===== config.mk =====
export PLATFORM = sky130hd
export DESIGN_NAME = sr_request_driver
export DESIGN_NICKNAME = d
export VERILOG_FILES = /design/src/rtl/sr_request_driver_pkg.sv /design/src/rtl/sr_request_driver_sync_debounce.sv /design/src/rtl/sr_request_driver.sv
export SDC_FILE = /design/constraint.sdc
export NUM_CORES = 1
export LEC_CHECK = 0
export CAP_MARGIN = 5
export CORE_MARGIN = 4
export CORE_UTILIZATION = 40
export DETAILED_ROUTE_END_ITERATION = 8
export PLACE_DENSITY_LB_ADDON = 0.05
export SLEW_MARGIN = 40
export SYNTH_ARGS = -nofsm -noshare
export SYNTH_HDL_FRONTEND = slang
export SYNTH_SLANG_ARGS = --single-unit

===== constraint.sdc =====
create_clock -name clk -period 2 [get_ports clk]
set_clock_uncertainty 0.2 [all_clocks]
set_input_delay 0.3 -clock clk [delete_from_list [all_inputs] [get_ports clk]]
set_output_delay 0.3 -clock clk [all_outputs]
set_load 0.02 [all_outputs]

===== src/rtl/sr_request_driver_pkg.sv =====
// Shared types and defaults for the S/R request driver: FSM encoding,
// command select, collision-priority constants and default timing values.
package sr_request_driver_pkg;

  typedef enum logic [1:0] {
    ST_IDLE    = 2'd0,
    ST_ISSUE   = 2'd1,
    ST_HOLDOFF = 2'd2
  } state_e;

  typedef enum logic {
    CMD_RST = 1'b0,
    CMD_SET = 1'b1
  } cmd_e;

  localparam int PRIO_RESET_WINS     = 0;
  localparam int PRIO_SET_WINS       = 1;
  localparam int DEF_DEBOUNCE_CYCLES = 4;
  localparam int DEF_GAP_CYCLES      = 2;
  localparam int DEF_CNT_W           = 8;

endpackage


===== src/rtl/sr_request_driver_sync_debounce.sv =====
// Two-flop synchroniser plus debounce counter for one raw request line;
// emits a registered one-cycle event on each debounced rising edge.
module sr_request_driver_sync_debounce
  import sr_request_driver_pkg::*;
#(
  parameter int DEBOUNCE_CYCLES = DEF_DEBOUNCE_CYCLES,
  parameter int CNT_W           = DEF_CNT_W
) (
  input  logic clk_i,
  input  logic rst_ni,
  input  logic req_i,
  output logic evt_o
);

  localparam logic [CNT_W-1:0] CNT_TOP = CNT_W'(DEBOUNCE_CYCLES);

  logic             sync1_q, sync2_q;
  logic             deb_q, deb_d;
  logic             evt_q, evt_d;
  logic [CNT_W-1:0] cnt_q, cnt_d;

  // The level flips one cycle after the counter reaches its top value,
  // independent of the synchroniser value in that cycle.
  always_comb begin
    deb_d = deb_q;
    evt_d = 1'b0;
    cnt_d = '0;
    if (cnt_q == CNT_TOP) begin
      deb_d = ~deb_q;
      evt_d = ~deb_q;
    end else if (sync2_q != deb_q) begin
      cnt_d = cnt_q + 1'b1;
    end
  end

  always_ff @(posedge clk_i or negedge rst_ni) begin
    if (!rst_ni) begin
      sync1_q <= 1'b0;
      sync2_q <= 1'b0;
      deb_q   <= 1'b0;
      evt_q   <= 1'b0;
      cnt_q   <= '0;
    end else begin
      sync1_q <= req_i;
      sync2_q <= sync1_q;
      deb_q   <= deb_d;
      evt_q   <= evt_d;
      cnt_q   <= cnt_d;
    end
  end

  assign evt_o = evt_q;

endmodule


===== src/rtl/sr_request_driver.sv =====
// Drives S/R of a downstream SR flip-flop from raw set/reset requests:
// debounced edge events, pending flags, arbitration and a hold-off gap.
module sr_request_driver
  import sr_request_driver_pkg::*;
#(
  parameter int DEBOUNCE_CYCLES = DEF_DEBOUNCE_CYCLES,
  parameter int GAP_CYCLES      = DEF_GAP_CYCLES,
  parameter int PRIO_SET        = PRIO_RESET_WINS,
  parameter int CNT_W           = DEF_CNT_W
) (
  input  logic clk,
  input  logic rst_n,
  input  logic set_req,
  input  logic rst_req,
  output logic S,
  output logic R,
  output logic busy,
  output logic collide
);

  localparam logic [CNT_W-1:0] GAP_LAST =
    (GAP_CYCLES > 0) ? CNT_W'(GAP_CYCLES - 1) : '0;

  logic             set_evt, rst_evt;
  logic             set_pend_q, set_pend_d;
  logic             rst_pend_q, rst_pend_d;
  state_e           state_q, state_d;
  cmd_e             sel_q, sel_d;
  logic [CNT_W-1:0] gap_q, gap_d;
  logic             s_q, s_d, r_q, r_d;

  sr_request_driver_sync_debounce #(
    .DEBOUNCE_CYCLES(DEBOUNCE_CYCLES),
    .CNT_W          (CNT_W)
  ) u_set_db (
    .clk_i (clk),
    .rst_ni(rst_n),
    .req_i (set_req),
    .evt_o (set_evt)
  );

  sr_request_driver_sync_debounce #(
    .DEBOUNCE_CYCLES(DEBOUNCE_CYCLES),
    .CNT_W          (CNT_W)
  ) u_rst_db (
    .clk_i (clk),
    .rst_ni(rst_n),
    .req_i (rst_req),
    .evt_o (rst_evt)
  );

  // S/R are registered from the next-state decision so they are high
  // exactly while the FSM sits in ISSUE.
  always_comb begin
    state_d    = state_q;
    sel_d      = sel_q;
    gap_d      = gap_q;
    s_d        = 1'b0;
    r_d        = 1'b0;
    collide    = 1'b0;
    set_pend_d = set_pend_q;
    rst_pend_d = rst_pend_q;
    case (state_q)
      ST_IDLE: begin
        if (set_pend_q && rst_pend_q) begin
          collide = 1'b1;
          state_d = ST_ISSUE;
          if (PRIO_SET == PRIO_SET_WINS) begin
            sel_d      = CMD_SET;
            s_d        = 1'b1;
            rst_pend_d = 1'b0;
          end else begin
            sel_d      = CMD_RST;
            r_d        = 1'b1;
            set_pend_d = 1'b0;
          end
        end else if (set_pend_q) begin
          state_d = ST_ISSUE;
          sel_d   = CMD_SET;
          s_d     = 1'b1;
        end else if (rst_pend_q) begin
          state_d = ST_ISSUE;
          sel_d   = CMD_RST;
          r_d     = 1'b1;
        end
      end
      ST_ISSUE: begin
        if (sel_q == CMD_SET) set_pend_d = 1'b0;
        else                  rst_pend_d = 1'b0;
        gap_d   = '0;
        state_d = (GAP_CYCLES == 0) ? ST_IDLE : ST_HOLDOFF;
      end
      ST_HOLDOFF: begin
        if (gap_q == GAP_LAST) state_d = ST_IDLE;
        else                   gap_d   = gap_q + 1'b1;
      end
      default: state_d = ST_IDLE;
    endcase
    // A fresh event always wins over a same-cycle clear.
    if (set_evt) set_pend_d = 1'b1;
    if (rst_evt) rst_pend_d = 1'b1;
  end

  always_ff @(posedge clk or negedge rst_n) begin
    if (!rst_n) begin
      state_q    <= ST_IDLE;
      sel_q      <= CMD_RST;
      gap_q      <= '0;
      s_q        <= 1'b0;
      r_q        <= 1'b0;
      set_pend_q <= 1'b0;
      rst_pend_q <= 1'b0;
    end else begin
      state_q    <= state_d;
      sel_q      <= sel_d;
      gap_q      <= gap_d;
      s_q        <= s_d;
      r_q        <= r_d;
      set_pend_q <= set_pend_d;
      rst_pend_q <= rst_pend_d;
    end
  end

  assign S    = s_q;
  assign R    = r_q;
  assign busy = (state_q != ST_IDLE);

endmodule


==> results.yml <==
setup_path:
  rr_endpoint: "gap_q[0]"
  end_kind: "register"
  critPathMaxFanout: 7
  slowest_delay_ps: 480
  rr_startpoint: "gap_q[0]"
  start_kind: "register"
  worst-path-buf-inv: 0
  worstPathRequired_ps: 1980
  arrival_ps: 1840
  worstSetupPathType: "register to register"
  crit_chain: "ha_1 > or4b_4 > o21a_1 > o311ai_1"
  r2r_setup_slack_ps: 150
  crit_family: "simple AND/OR/NAND/NOR gates"
  r2r_cells: 4
  critPathSlowestCell: "or4b_4"
sta:
  fin_crit_ps: 1850
  slew_headroom_pct: 67.3
  max_freq_mhz: 539
  hold_viol: 0
  rsz0062_at_grt: "no"
  worst-slew-pin-transition_ps: 490
  timing.final.max_slew_violations: 0
  finalCritPeriodShare_pct: 92.7
  setup_viol: 0
  setup_tns_ps: 0
floorplanning:
  fp.dieH_um: 75.1
  core-area_um2: 4350
  die-area_um2: 5650
  pin_count: 8
  dieWidth_um: 75.1
  rows: 24
  start_util_pct: 41.4
clock_tree:
  numClockSinks: 39
  numCtsBuffers: 5
  cts_root_buf: "clkbuf_8"
  clk_path_buf_depth: 2
  cts_tree: "yes"
  clkLatencyLatePin_ps: 280
  clkSlewWorstSetupHoldPaths_ps: 80
  htreeDepth: 2
yosys:
  synth_cell_types: 35
  synth_edf_count: 0
  yosysSeqAreaShare_pct: 54.1
  postSynthAreaPerCell_um2: 10.3
  ys_warn_count: 0
  synth-seq-cells: 39
  ys_top_cells_by_area: "dfrtp_1, ha_1, o21ai_0, nor2_1, xor2_1"
  synth_cells: 175
  synth_most_common_cell: "dfrtp_1"
  synth_commonest_cells: "dfrtp_1, nor2_1, o21ai_0"
  synth_nets: 185
  synth.cell_area_um2: 1800
  synthArstFlopShare_pct: 100
  netlist.area_leader.share_pct: 54.1
  synth-main-ff-cell: "dfrtp_1"
  synth_top_area_cell: "dfrtp_1"
job:
  maxCapViolations: 0
final_layout:
  drive_gt1_share_pct: 9.33
  final_util_pct: 47.3
  diodes: 0
  synthToLayoutAreaGrowth_pct: 14.2
  nNetsFinal: 203
global_routing:
  grt_pass1_vias: 1352
  grt_pass1_wl_um: 5840
  antenna_found_initial: 0
  gr-total-overflow: 0
  gr-usage-all-layers_pct: 13.4
  grt_max_degree: 40
route:
  routed_wl_um: 3230
  drtAntennaViolNets: 0
  post-route-drc-count: 0
  vias: 1309
  first_pass_iters: 4
  vias_per_cell: 5.34
  routedWlPerCell_um: 13.2
  drt_iter0_markers: 50
hold_path:
  hold_end: "u_set_db.sync2_q"
  holdCritStartpoint: "u_set_db.sync1_q"
  hold_depth: 0
  hp-class: "register to register"
power_and_ir_drop:
  leakage_uw: 0.000900
  p_per_area_nw_per_um2: 1160
  ir_worst_vdd_v: 0.000598
status:
  status: "finished, final reports clean"
placed_design:
  gp_congestion: 0.760
  port_buffers: 7
  dp_hpwl_um: 2260
-- worst max path at each step --
stage,end,start,cells past startpoint,slack (ps)
2_1_floorplan,gap_q[0],gap_q[1],5,230
6_report,gap_q[0],gap_q[0],4,150
4_1_cts,gap_q[0],gap_q[1],5,90
5_1_grt,gap_q[0],gap_q[0],4,20
3_3_place_gp,gap_q[1],gap_q[1],5,190
3_5_place_dp,gap_q[0],gap_q[1],5,110
-- layout make-up --
cell class,count,area [um2]
clock buffer,6,82.6
tap,52,65.1
clock inverter,1,5.00
multi-input combinational,123,778
fill,404,2290
inverter,11,41.3
sequential,39,977
timing repair buffer,13,110
-- cells in the final DEF, fill, tap and decap left out, drive strengths merged, types with 2 or more instances in the layout --
master,synthesis,final
xnor2,5,5
clkdlybuf4s50,0,4
nand2,12,12
ha,6,6
nand3,10,10
and3,3,3
nand2b,4,4
o311ai,2,2
nand4,5,5
nor2,16,16
and2,2,2
o21ai,15,15
a21bo,2,2
clkbuf,2,6
buf,0,6
nor3b,2,2
inv,11,11
xor2,6,6
dfrtp,39,39
o211ai,2,2
a21oi,8,8
dlygate4sd2,0,2
or3,8,8
-- routing by layer --
| metal | track usage (%) | up-vias | wire (um) |
|---|---|---|---|
| met5 | 0 | - | 0 |
| met4 | 4.85 | 0 | 42 |
| met3 | 3.74 | 4 | 132 |
| met2 | 22.7 | 24 | 1560 |
| met1 | 16.4 | 628 | 1490 |
| li1 | - | 653 | - |
-- registers in the layout, indices dropped and copies added (netlist names) --
register / count
gap_q: 8
S: 1
u_set_db.cnt_q: 8
u_rst_db.deb_q: 1
u_set_db.deb_q: 1
u_rst_db.sync1_q: 1
R: 1
u_set_db.sync1_q: 1
u_rst_db.sync2_q: 1
set_pend_q: 1
state_q: 2
u_rst_db.evt_o: 1
u_set_db.evt_o: 1
u_set_db.sync2_q: 1
u_rst_db.cnt_q: 8
rst_pend_q: 1
sel_q: 1
-- where the power goes --
| part | switching [uW] | internal [uW] | total, uW | leakage, uW |
|---|---|---|---|---|
| Sequential | 173 | 953 | 1130 | 0.000515 |
| Clock | 255 | 271 | 525 | 0.0000470 |
| Combinational | 402 | 327 | 729 | 0.000338 |
-- through the flow --
step	cell area [um2]	setup WS, ps	cells	hold slack [ps]	power (uW)
final	2060	146	245	154	2380
after global routing	2060	18.3	245	168	2570
after CTS	2050	91.9	244	160	2410
after detailed placement	1960	110	236	143	1880
after global placement	1960	191	236	134	1850
after floorplan	1800	232	175	-196	1610
-- repair_timing --
item                                   CTS  global route
hold buffers                             1             0
endpoints found under the hold margin   39             0
setup endpoints to repair                2             2
gates resized for setup                  2             1
setup buffers                            0             1
-- cell families (layout without fill, tap and decap cells) --
group	count (synthesis)	in the layout	synth area share, %
buffers and inverters	13	31	2.71
multiplexers	1	1	0.555
flip-flops	39	39	54.1
AO/OA/AOI/OAI	36	36	12.6
AND/OR/NAND/NOR	69	69	20.5
adder cells (fa/ha/maj)	6	6	4.16
XOR/XNOR	11	11	5.34
Note: power is estimated with default switching activity, not from simulation.
